==> src/rtl/mem_ctrl.sv <==
// Line-granular memory controller: serialises icache/dcache 16-byte line reads and
// dcache write-backs into byte accesses on a registered-read RAM/IO bus.
module mem_ctrl #(
  parameter int          LINE_BYTES = 16,
  parameter logic [1:0]  IO_HI      = 2'b11
) (
  input  logic         clk,
  input  logic         rst,
  input  logic         rdy,
  input  logic         io_buffer_full,
  input  logic         ic_rd_ena,
  input  logic [31:0]  ic_rd_addr,
  output logic         ic_valid,
  output logic [127:0] ic_rd_line,
  input  logic         dc_wr_ena,
  input  logic [31:0]  dc_wr_addr,
  input  logic [127:0] dc_wr_line,
  input  logic         dc_rd_ena,
  input  logic [31:0]  dc_rd_addr,
  output logic         dc_valid,
  output logic [127:0] dc_rd_line,
  input  logic [7:0]   ram_din,
  output logic [7:0]   ram_dout,
  output logic [31:0]  ram_a,
  output logic         ram_wr
);

  typedef enum logic [1:0] {S_IDLE, S_READ, S_WRITE, S_DONE} state_t;
  typedef enum logic {OWN_IC, OWN_DC} owner_t;

  localparam logic [4:0] LAST_BYTE = 5'(LINE_BYTES - 1);
  localparam logic [4:0] LAST_CAP  = 5'(LINE_BYTES + 1);

  state_t         state_q, state_d;
  owner_t         owner_q, owner_d;
  logic [4:0]     cnt_q, cnt_d, cnt_nx;
  logic [31:0]    base_q, base_d;
  logic [31:0]    ram_a_q, ram_a_d;
  logic [7:0]     ram_dout_q, ram_dout_d;
  logic           ram_wr_q, ram_wr_d;
  logic           ic_valid_q, ic_valid_d, dc_valid_q, dc_valid_d;
  logic [127:0]   ic_line_q, ic_line_d, dc_line_q, dc_line_d;
  logic           rdy_q;
  logic [7:0]     din_hold_q, din_hold_d, din;
  logic [3:0]     cap_idx;
  logic           io_stall;

  // The RAM keeps answering while rdy is low, so the byte in flight at the first
  // frozen edge is parked and replayed on the first edge after rdy returns.
  assign din        = rdy_q ? ram_din : din_hold_q;
  assign din_hold_d = rdy_q ? ram_din : din_hold_q;
  assign io_stall   = ram_wr_q && (ram_a_q[17:16] == IO_HI) && io_buffer_full;
  assign cap_idx    = cnt_q[3:0] - 4'd2;
  assign cnt_nx     = cnt_q + 5'd1;

  always_comb begin
    // NOTE: every variable gets a default first so no path can infer a latch.
    state_d    = state_q;
    owner_d    = owner_q;
    cnt_d      = cnt_q;
    base_d     = base_q;
    ram_a_d    = ram_a_q;
    ram_dout_d = ram_dout_q;
    ram_wr_d   = ram_wr_q;
    ic_valid_d = 1'b0;
    dc_valid_d = 1'b0;
    ic_line_d  = ic_line_q;
    dc_line_d  = dc_line_q;
    unique case (state_q)
      S_IDLE: begin
        if (dc_wr_ena) begin
          base_d     = dc_wr_addr & ~32'hF;
          owner_d    = OWN_DC;
          state_d    = S_WRITE;
          cnt_d      = 5'd0;
          ram_a_d    = dc_wr_addr & ~32'hF;
          ram_dout_d = dc_wr_line[7:0];
          ram_wr_d   = 1'b1;
        end else if (dc_rd_ena || ic_rd_ena) begin
          base_d  = (dc_rd_ena ? dc_rd_addr : ic_rd_addr) & ~32'hF;
          owner_d = dc_rd_ena ? OWN_DC : OWN_IC;
          state_d = S_READ;
          cnt_d   = 5'd1;
          ram_a_d = (dc_rd_ena ? dc_rd_addr : ic_rd_addr) & ~32'hF;
        end
      end
      S_READ: begin
        // cnt_q is the next address to issue; the byte arriving now is cnt_q-2.
        if (cnt_q <= LAST_BYTE) ram_a_d = base_q + {27'd0, cnt_q};
        if (cnt_q >= 5'd2) begin
          if (owner_q == OWN_DC) dc_line_d[{cap_idx, 3'b000} +: 8] = din;
          else                   ic_line_d[{cap_idx, 3'b000} +: 8] = din;
        end
        if (cnt_q == LAST_CAP) begin
          state_d = S_DONE;
          if (owner_q == OWN_DC) dc_valid_d = 1'b1;
          else                   ic_valid_d = 1'b1;
        end else begin
          cnt_d = cnt_nx;
        end
      end
      S_WRITE: begin
        if (!io_stall) begin
          if (cnt_q == LAST_BYTE) begin
            dc_valid_d = 1'b1;
            ram_wr_d   = 1'b0;
            state_d    = S_DONE;
          end else begin
            cnt_d      = cnt_nx;
            ram_a_d    = base_q + {27'd0, cnt_nx};
            ram_dout_d = dc_wr_line[{cnt_nx[3:0], 3'b000} +: 8];
          end
        end
      end
      S_DONE: begin
        state_d = S_IDLE;
        cnt_d   = 5'd0;
      end
      default: state_d = S_IDLE;
    endcase
  end

  // NOTE: sequential state uses non-blocking assignments only; the line registers
  // are ordinary flops and are cleared by reset like everything else.
  always_ff @(posedge clk or negedge rst) begin
    if (!rst) begin
      state_q    <= S_IDLE;
      owner_q    <= OWN_IC;
      cnt_q      <= 5'd0;
      base_q     <= 32'd0;
      ram_a_q    <= 32'd0;
      ram_dout_q <= 8'd0;
      ram_wr_q   <= 1'b0;
      ic_valid_q <= 1'b0;
      dc_valid_q <= 1'b0;
      ic_line_q  <= 128'd0;
      dc_line_q  <= 128'd0;
      rdy_q      <= 1'b0;
      din_hold_q <= 8'd0;
    end else begin
      rdy_q      <= rdy;
      din_hold_q <= din_hold_d;
      if (rdy) begin
        state_q    <= state_d;
        owner_q    <= owner_d;
        cnt_q      <= cnt_d;
        base_q     <= base_d;
        ram_a_q    <= ram_a_d;
        ram_dout_q <= ram_dout_d;
        ram_wr_q   <= ram_wr_d;
        ic_valid_q <= ic_valid_d;
        dc_valid_q <= dc_valid_d;
        ic_line_q  <= ic_line_d;
        dc_line_q  <= dc_line_d;
      end
    end
  end

  assign ram_a      = ram_a_q;
  assign ram_dout   = ram_dout_q;
  assign ram_wr     = ram_wr_q && rdy && !io_stall;
  assign ic_valid   = ic_valid_q;
  assign dc_valid   = dc_valid_q;
  assign ic_rd_line = ic_line_q;
  assign dc_rd_line = dc_line_q;

endmodule

==> config.mk <==
export PLATFORM = sky130hd
export DESIGN_NAME = mem_ctrl
export DESIGN_NICKNAME = d
export VERILOG_FILES = /design/src/rtl/mem_ctrl.sv
export SDC_FILE = /design/constraint.sdc
export NUM_CORES = 1
export LEC_CHECK = 0
export BUFFER_PORTS_ARGS = -buffer_cell sky130_fd_sc_hd__clkbuf_2
export CORE_AREA = 4 4 206 208
export DETAILED_ROUTE_END_ITERATION = 12
export DIE_AREA = 0 0 210 212
export PLACE_DENSITY = 0.72
export SYNTH_ARGS = -nofsm -noshare
export SYNTH_HDL_FRONTEND = slang
export SYNTH_SLANG_ARGS = --single-unit
export TNS_END_PERCENT = 10
==> constraint.sdc <==
create_clock -name clk -period 3.6 [get_ports clk]
set_input_delay 0.72 -clock clk [delete_from_list [all_inputs] [get_ports clk]]
set_output_delay 0.72 -clock clk [all_outputs]
set_load 0.005 [all_outputs]
==> results.py, run 1 <==
metrics = {
    "status": {
        "outcome": "completed",
    },
    "detailed_routing": {
        "met2RoutedLength_microns": 27400,
        "wl_met3_microns": 3780,
        "vias": 13000,
        "wl_per_cell_microns": 21.7,
        "detail_route.wirelength.met1_microns": 20200,
        "top_layer_used": "met4",
        "drt-pass1-iter-count": 5,
        "detail_route.drc_violations": 0,
        "drt_wl_total_microns": 53300,
        "initialDrtViolationCount": 652,
        "vias_per_cell": 5.29,
        "drt.antenna.violating_nets": 0,
    },
    "logic_synthesis": {
        "yosys.cell_types.count": 52,
        "syn-num-nets": 1608,
        "yosys_warnings": 0,
        "syn-mean-instance-area_sq_um": 12.0,
        "synth-edff-count": 0,
        "synth_common_cells": "sky130_fd_sc_hd__dfrtp_1 (344), sky130_fd_sc_hd__mux2_2 (248), sky130_fd_sc_hd__nor2_1 (147)",
        "ys_seq_elements": 344,
        "postSynth.asyncResetShare": 1.00,
        "synth.area.top_cells": "sky130_fd_sc_hd__dfrtp_1 (53%), sky130_fd_sc_hd__mux2_2 (17%), sky130_fd_sc_hd__mux4_2 (4.4%), sky130_fd_sc_hd__mux2i_1 (4.1%), sky130_fd_sc_hd__nor2_1 (3.4%)",
        "synth_top_cell_area_share": 0.531,
        "synth_cells": 1354,
        "post_synth_instance_area_sq_um": 16200,
        "post-synth-top-count-cell": "sky130_fd_sc_hd__dfrtp_1",
        "dominantRegCellSynth": "sky130_fd_sc_hd__dfrtp_1",
        "synth-seq-area-share": 0.531,
        "synth_top_area_cell": "sky130_fd_sc_hd__dfrtp_1",
    },
    "setup_path": {
        "timing.critical_path.from_type": "register",
        "worstSetupEndpointType": "register",
        "regToRegStartpoint": "cnt_q[1]",
        "critical_path.reg2reg.endpoint": "ram_a[23]",
        "arrival_time_at_the_worst_endpoint_ns": 3.81,
        "ff2ff_setup_slack_ns": 0.28,
        "timing.setup.critical_path_class": "register to register",
        "ff2ff_path_depth": 10,
        "cp_data_required_time_ns": 4.09,
        "timing.critical_path.fanout_max": 8,
    },
    "final_layout": {
        "final_design_area_no_fill_sq_um": 20900,
        "area_growth_syn_to_layout_pct": 28.8,
        "fraction_of_final_layout_cells_sized_beyond_drive_strength_1": 0.488,
        "layout.cells.non_filler": 2455,
        "fillers": 3591,
        "postLayoutCoreUtil": 0.515,
        "layout.nets": 2150,
    },
    "clock_tree": {
        "cts_max_level": 2,
        "postCtsHoldBufs": 0,
        "tritoncts_clock_tree": "built",
        "cts-root-to-sink-buffers": 3,
        "cts_resized": 0,
        "source_to_sink_clock_delay_at_the_later_pin_of_the_worst_skew_pair_ns": 0.55,
        "path_clk_slew_ns": 0.06,
        "clk_root_buffer_cell": "sky130_fd_sc_hd__clkbuf_16",
        "tritoncts_num_sinks": 344,
        "cts-buffers-inserted": 38,
        "cts_setup_buffers": 0,
    },
    "die": {
        "rows": 74,
        "initial_utilization": 0.399,
        "i_o_pins": 538,
        "coreArea_sq_um": 40600,
        "design.die.area_sq_um": 44500,
        "die_y_microns": 212,
        "die_width_microns": 210,
    },
    "sta": {
        "setup_viol": 0,
        "fin_crit_sh": 0.922,
        "rsz0062_at_grt": "false",
        "final_hold_viol_count": 0,
        "final_max_slew_viol_count": 0,
        "timing.clock.skew_ns": 0.0171,
        "min_period_ns": 3.32,
        "worst_slew_pin_slew_ns": 1.03,
        "fin_ws_ns": 0.281,
        "finalSetupTns_ns": 0,
        "slew_headroom": 0.306,
        "fmax_mhz": 301,
        "worst_hold_slack_ns": 0.201,
    },
    "power_and_ir_drop": {
        "power.density_cell_area_nw_per_um2": 647,
        "psw_mw": 4.80,
        "worst_ir_drop_vdd_mv": 0.372,
        "total_leakage_power_nw": 10.7,
        "share_seq_of_total_power": 0.365,
        "totalPowerFinal_mw": 13.5,
        "combinationalPowerShare": 0.347,
        "p_clk_frac": 0.288,
        "switching_share": 0.355,
        "power.internal_mw": 8.70,
    },
    "global_routing": {
        "grt_pass1_vias": 13800,
        "grt_ovf": 0,
        "global_route_wire_length_before_repair_microns": 80700,
        "grt_start_max_net_pins": 109,
        "antenna_found_initial": 1,
        "total_routing_resource_utilization_after_global_routing": 0.233,
    },
    "placed_design": {
        "dpl-instance-area_sq_um": 19600,
        "numPlacedInstances": 2388,
        "dp_hpwl_microns": 41000,
        "gpl.final_weighted_congestion": 0.907,
        "port-buffer-count": 525,
        "detailedPlace.worstSlack_ns": 0.325,
    },
    "worst_hold_path": {
        "hp-class": "input pin to async pin",
    },
    "run": {
        "drv_cap": 0,
    },
}
==> cell usage in the layout (no fill, tap or decap), drive strengths merged, types with 13 or more instances in the layout <==
cell type	count
a21oi	59
nand2	105
mux4	32
dfrtp	344
nor3	19
buf	45
nor2	160
mux2	248
mux2i	67
ha	15
nand3	17
xnor2	16
xor2	13
inv	26
o21ai	66
clkbuf	576
==> layer usage <==
metal | global-route usage | vias to the layer above
met1 | 0.275 | 6469
li1 | - | 5898
met4 | 0.0968 | 0
met2 | 0.413 | 501
met3 | 0.0546 | 110
met5 | 0 | -
==> power groups by stage <==
| stage | sequential [mW] | clock (mW) | combinational, mW |
|---|---|---|---|
| 3_5_place_dp | 4.99 | 0 | 4.71 |
| 2_1_floorplan | 4.91 | 0 | 2.94 |
| 5_1_grt | 5.01 | 4.15 | 5.13 |
| 6_report | 4.93 | 3.89 | 4.68 |
| 3_3_place_gp | 4.95 | 0 | 4.59 |
| 4_1_cts | 4.93 | 3.99 | 4.73 |
==> state kept, by name, indices dropped and copies added (netlist names) <==
register / count
base_q: 28
cnt_q: 5
dc_rd_line: 128
dc_valid: 1
din_hold_q: 8
ic_rd_line: 128
ic_valid: 1
owner_q: 1
ram_a: 32
ram_dout: 8
ram_wr_q: 1
rdy_q: 1
state_q: 2
==> layout make-up <==
class / instances / area [sq um] / share of cell area
repair buffers: 569 / 3020 / 0.145
diodes: 2 / 5.00 / 0.000240
clock buffers: 52 / 1070 / 0.0514
multi-input cells: 920 / 7240 / 0.347
inverters: 23 / 86.3 / 0.00414
well taps: 532 / 666 / 0.0319
flip-flops and latches: 344 / 8610 / 0.413
clock inverters: 13 / 168 / 0.00803
==> worst max-delay path, stage by stage, from the launching register on <==
cell	delay [ns]
sky130_fd_sc_hd__dfrtp_1	0.47
sky130_fd_sc_hd__ha_1	0.31
sky130_fd_sc_hd__and3_1	0.21
sky130_fd_sc_hd__ha_1	0.29
sky130_fd_sc_hd__a21oi_1	0.20
sky130_fd_sc_hd__ha_1	0.24
sky130_fd_sc_hd__and4_1	0.37
sky130_fd_sc_hd__nand4_1	0.32
sky130_fd_sc_hd__or4_1	0.48
sky130_fd_sc_hd__a311oi_1	0.27
sky130_fd_sc_hd__a21o_1	0.11
==> worst max path at each step <==
| stage | slack, ns | end | start | depth (start not counted) |
|---|---|---|---|---|
| 2_1_floorplan | 0.65 | ram_a[23] | state_q[0] | 13 |
| 3_3_place_gp | 0.35 | ram_a[23] | cnt_q[1] | 10 |
| 3_5_place_dp | 0.33 | ram_a[23] | cnt_q[1] | 10 |
| 4_1_cts | 0.31 | ram_a[23] | cnt_q[1] | 10 |
| 5_1_grt | 0.10 | ram_a[23] | cnt_q[1] | 10 |
| 6_report | 0.28 | ram_a[23] | cnt_q[1] | 10 |
==> cells by family (layout without fill, tap and decap cells) <==
group,Yosys count,in the layout,synth area share
buffers and inverters,90,657,0.0226
flip-flops,344,344,0.531
other,0,2,0
XOR/XNOR,29,29,0.0161
multiplexers,347,347,0.258
AO/OA/AOI/OAI,170,170,0.0616
AND/OR/NAND/NOR,359,359,0.0983
adder cells (fa/ha/maj),15,15,0.0116
(Power assumes the default switching activity.)
==> inputs of run 2 (changes only) <==
--- a/config.mk
+++ b/config.mk
@@ -5,11 +5,12 @@
 export SDC_FILE = /design/constraint.sdc
 export NUM_CORES = 1
 export LEC_CHECK = 0
+export ABC_AREA = 1
 export BUFFER_PORTS_ARGS = -buffer_cell sky130_fd_sc_hd__clkbuf_2
-export CORE_AREA = 4 4 206 208
+export CORE_AREA = 4 4 207 209
 export DETAILED_ROUTE_END_ITERATION = 12
-export DIE_AREA = 0 0 210 212
-export PLACE_DENSITY = 0.72
+export DIE_AREA = 0 0 211 213
+export PLACE_DENSITY = 0.75
 export SYNTH_ARGS = -nofsm -noshare
 export SYNTH_HDL_FRONTEND = slang
 export SYNTH_SLANG_ARGS = --single-unit
==> results.py, run 2 <==
metrics = {
    "logic_synthesis": {
        "yosys.cell_types.count": 39,
        "postSynth.asyncResetShare": 1.00,
        "syn-mean-instance-area_sq_um": 7.37,
        "post-synth-top-count-cell": "sky130_fd_sc_hd__nand2_1",
        "ys_seq_elements": 344,
        "synth_top_area_cell": "sky130_fd_sc_hd__dfrtp_1",
        "yosys_warnings": 0,
        "synth_cells": 2407,
        "syn-num-nets": 2661,
        "dominantRegCellSynth": "sky130_fd_sc_hd__dfrtp_1",
        "synth_common_cells": "sky130_fd_sc_hd__nand2_1 (975), sky130_fd_sc_hd__dfrtp_1 (344), sky130_fd_sc_hd__nand3_1 (202)",
        "synth.area.top_cells": "sky130_fd_sc_hd__dfrtp_1 (49%), sky130_fd_sc_hd__nand2_1 (21%), sky130_fd_sc_hd__nand3_1 (5.7%), sky130_fd_sc_hd__o21ai_0 (5.4%), sky130_fd_sc_hd__nor2_1 (3.9%)",
        "synth-seq-area-share": 0.485,
        "post_synth_instance_area_sq_um": 17700,
        "synth-edff-count": 0,
        "synth_top_cell_area_share": 0.485,
    },
    "setup_path": {
        "timing.critical_path.from_type": "register",
        "regToRegStartpoint": "cnt_q[1]",
        "crit_path_start": "cnt_q[1]",
        "timing.setup.critical_path_class": "register to register",
        "ff2ff_setup_slack_ns": 0.50,
        "arrival_time_at_the_worst_endpoint_ns": 3.54,
        "cp_data_required_time_ns": 4.04,
        "ff2ff_path_depth": 11,
        "timing.critical_path.fanout_max": 30,
        "critical_path.reg2reg.endpoint": "ic_rd_line[42]",
        "worstSetupEndpointType": "register",
        "worst_setup_path_endpoint": "ic_rd_line[42]",
    },
    "final_layout": {
        "final_design_area_no_fill_sq_um": 22100,
        "fraction_of_final_layout_cells_sized_beyond_drive_strength_1": 0.238,
        "layout.nets": 3145,
        "area_growth_syn_to_layout_pct": 24.7,
        "postLayoutCoreUtil": 0.542,
        "final_common_cell": "sky130_fd_sc_hd__nand2_1",
        "n_antenna_cell": 0,
        "final_cell_mix": "sky130_fd_sc_hd__nand2_1 (975), sky130_fd_sc_hd__clkbuf_2 (524), sky130_fd_sc_hd__dfrtp_1 (343), sky130_fd_sc_hd__nand3_1 (202), sky130_fd_sc_hd__o21ai_0 (190)",
        "layout.cells.non_filler": 3451,
    },
    "sta": {
        "worst_hold_slack_ns": 0.171,
        "fin_ws_ns": 0.502,
        "setup_viol": 0,
        "final_max_slew_viol_count": 0,
        "worst_slew_pin_slew_ns": 1.01,
        "min_period_ns": 3.10,
        "final_hold_viol_count": 0,
        "slew_headroom": 0.321,
        "finalSetupTns_ns": 0,
        "fin_crit_sh": 0.860,
        "timing.clock.skew_ns": 0.0310,
        "rsz0062_at_grt": "false",
        "fmax_mhz": 323,
    },
    "placed_design": {
        "port-buffer-count": 525,
        "dpl-instance-area_sq_um": 20900,
        "detailedPlace.worstSlack_ns": 0.595,
        "dp_hpwl_microns": 49100,
        "gpl.final_weighted_congestion": 0.925,
        "numPlacedInstances": 3383,
    },
    "clock_tree": {
        "cts_setup_buffers": 0,
        "tritoncts_num_sinks": 344,
        "postCtsHoldBufs": 0,
        "cts_max_level": 2,
        "source_to_sink_clock_delay_at_the_later_pin_of_the_worst_skew_pair_ns": 0.56,
        "cts-root-to-sink-buffers": 3,
        "path_clk_slew_ns": 0.06,
        "cts_resized": 0,
        "tritoncts_clock_tree": "built",
        "clk_root_buffer_cell": "sky130_fd_sc_hd__clkbuf_16",
        "cts-buffers-inserted": 38,
    },
    "die": {
        "rows": 74,
        "coreArea_sq_um": 40800,
        "initial_utilization": 0.434,
        "i_o_pins": 538,
        "die_y_microns": 213,
        "die_width_microns": 211,
        "design.die.area_sq_um": 44900,
    },
    "detailed_routing": {
        "drt.antenna.violating_nets": 0,
        "vias_per_cell": 5.34,
        "initialDrtViolationCount": 1890,
        "wl_per_cell_microns": 19.1,
        "drt_wl_total_microns": 66000,
        "detail_route.drc_violations": 0,
        "vias": 18400,
        "drt-pass1-iter-count": 8,
    },
    "global_routing": {
        "global_route_wire_length_before_repair_microns": 100000,
        "grt_pass1_vias": 17500,
        "total_routing_resource_utilization_after_global_routing": 0.283,
        "antenna_found_initial": 0,
        "grt_ovf": 0,
        "grt_start_max_net_pins": 95,
    },
    "power_and_ir_drop": {
        "p_clk_frac": 0.264,
        "power.internal_mw": 8.83,
        "combinationalPowerShare": 0.387,
        "share_seq_of_total_power": 0.349,
        "psw_mw": 6.35,
        "totalPowerFinal_mw": 15.2,
        "switching_share": 0.418,
        "worst_ir_drop_vdd_mv": 0.379,
        "power.density_cell_area_nw_per_um2": 686,
        "total_leakage_power_nw": 12.3,
    },
    "status": {
        "outcome": "completed",
    },
    "worst_hold_path": {
        "hp-class": "input pin to async pin",
    },
    "run": {
        "drv_cap": 0,
    },
}
-- run 2: kinds of logic after synthesis --
| family | count (synthesis) | share of synthesized area |
|---|---|---|
| buffers and inverters | 269 | 0.0623 |
| xor gates and xnor gates | 5 | 0.00247 |
| DFF | 344 | 0.485 |
| adders and majority gates | 15 | 0.0106 |
| and+or+nand+nor | 1471 | 0.349 |
| AOI/OAI and AO/OA | 303 | 0.0902 |
-- run 2: final cells by class --
| class | count | area [sq um] |
|---|---|---|
| tap | 532 | 666 |
| timing repair buffer | 566 | 3000 |
| fill | 3880 | 18700 |
| sequential | 344 | 8610 |
| multi-input combinational | 1794 | 8040 |
| clock inverter | 17 | 219 |
| clock buffer | 51 | 1050 |
| inverter | 147 | 552 |
-- run 2: how the worst min path moves through the flow --
stage | start | end | cells after the start
3_3_place_gp | ic_rd_line[32] | ic_rd_line[32] | 2
2_1_floorplan | rst | base_q[10] | 0
4_1_cts | rst | dc_rd_line[68] | 1
6_report | rst | dc_rd_line[71] | 1
5_1_grt | rst | dc_rd_line[67] | 1
3_5_place_dp | ic_rd_line[32] | ic_rd_line[32] | 2
-- run 2: worst max-delay path, cell delays in order, from the launching register on --
cell	delay, ns
sky130_fd_sc_hd__dfrtp_1	0.38
sky130_fd_sc_hd__buf_4	0.17
sky130_fd_sc_hd__inv_1	0.15
sky130_fd_sc_hd__ha_1	0.23
sky130_fd_sc_hd__nand2_1	0.07
sky130_fd_sc_hd__nand2_1	0.14
sky130_fd_sc_hd__nor2_1	0.12
sky130_fd_sc_hd__inv_1	0.75
sky130_fd_sc_hd__buf_4	0.44
sky130_fd_sc_hd__nand3_1	0.31
sky130_fd_sc_hd__nand2_1	0.16
sky130_fd_sc_hd__nand2_1	0.07
-- run 2: per-layer routing --
layer  track usage  vias up  routed length (microns)
li1              -     8686                        -
met1         0.367     8731                    26400
met2         0.466      875                    31300
met3        0.0651      150                     5660
met4         0.106        0                     2720
met5             0        -                        0
-- run 2: power groups by stage --
stage               logic, mW  registers [mW]  clock network [mW]
finish                   5.87            5.30                4.01
global route             6.51            5.38                4.23
CTS                      5.88            5.28                4.06
detailed placement       5.85            5.33                   0
global placement         5.77            5.31                   0
floorplan                3.63            5.20                   0
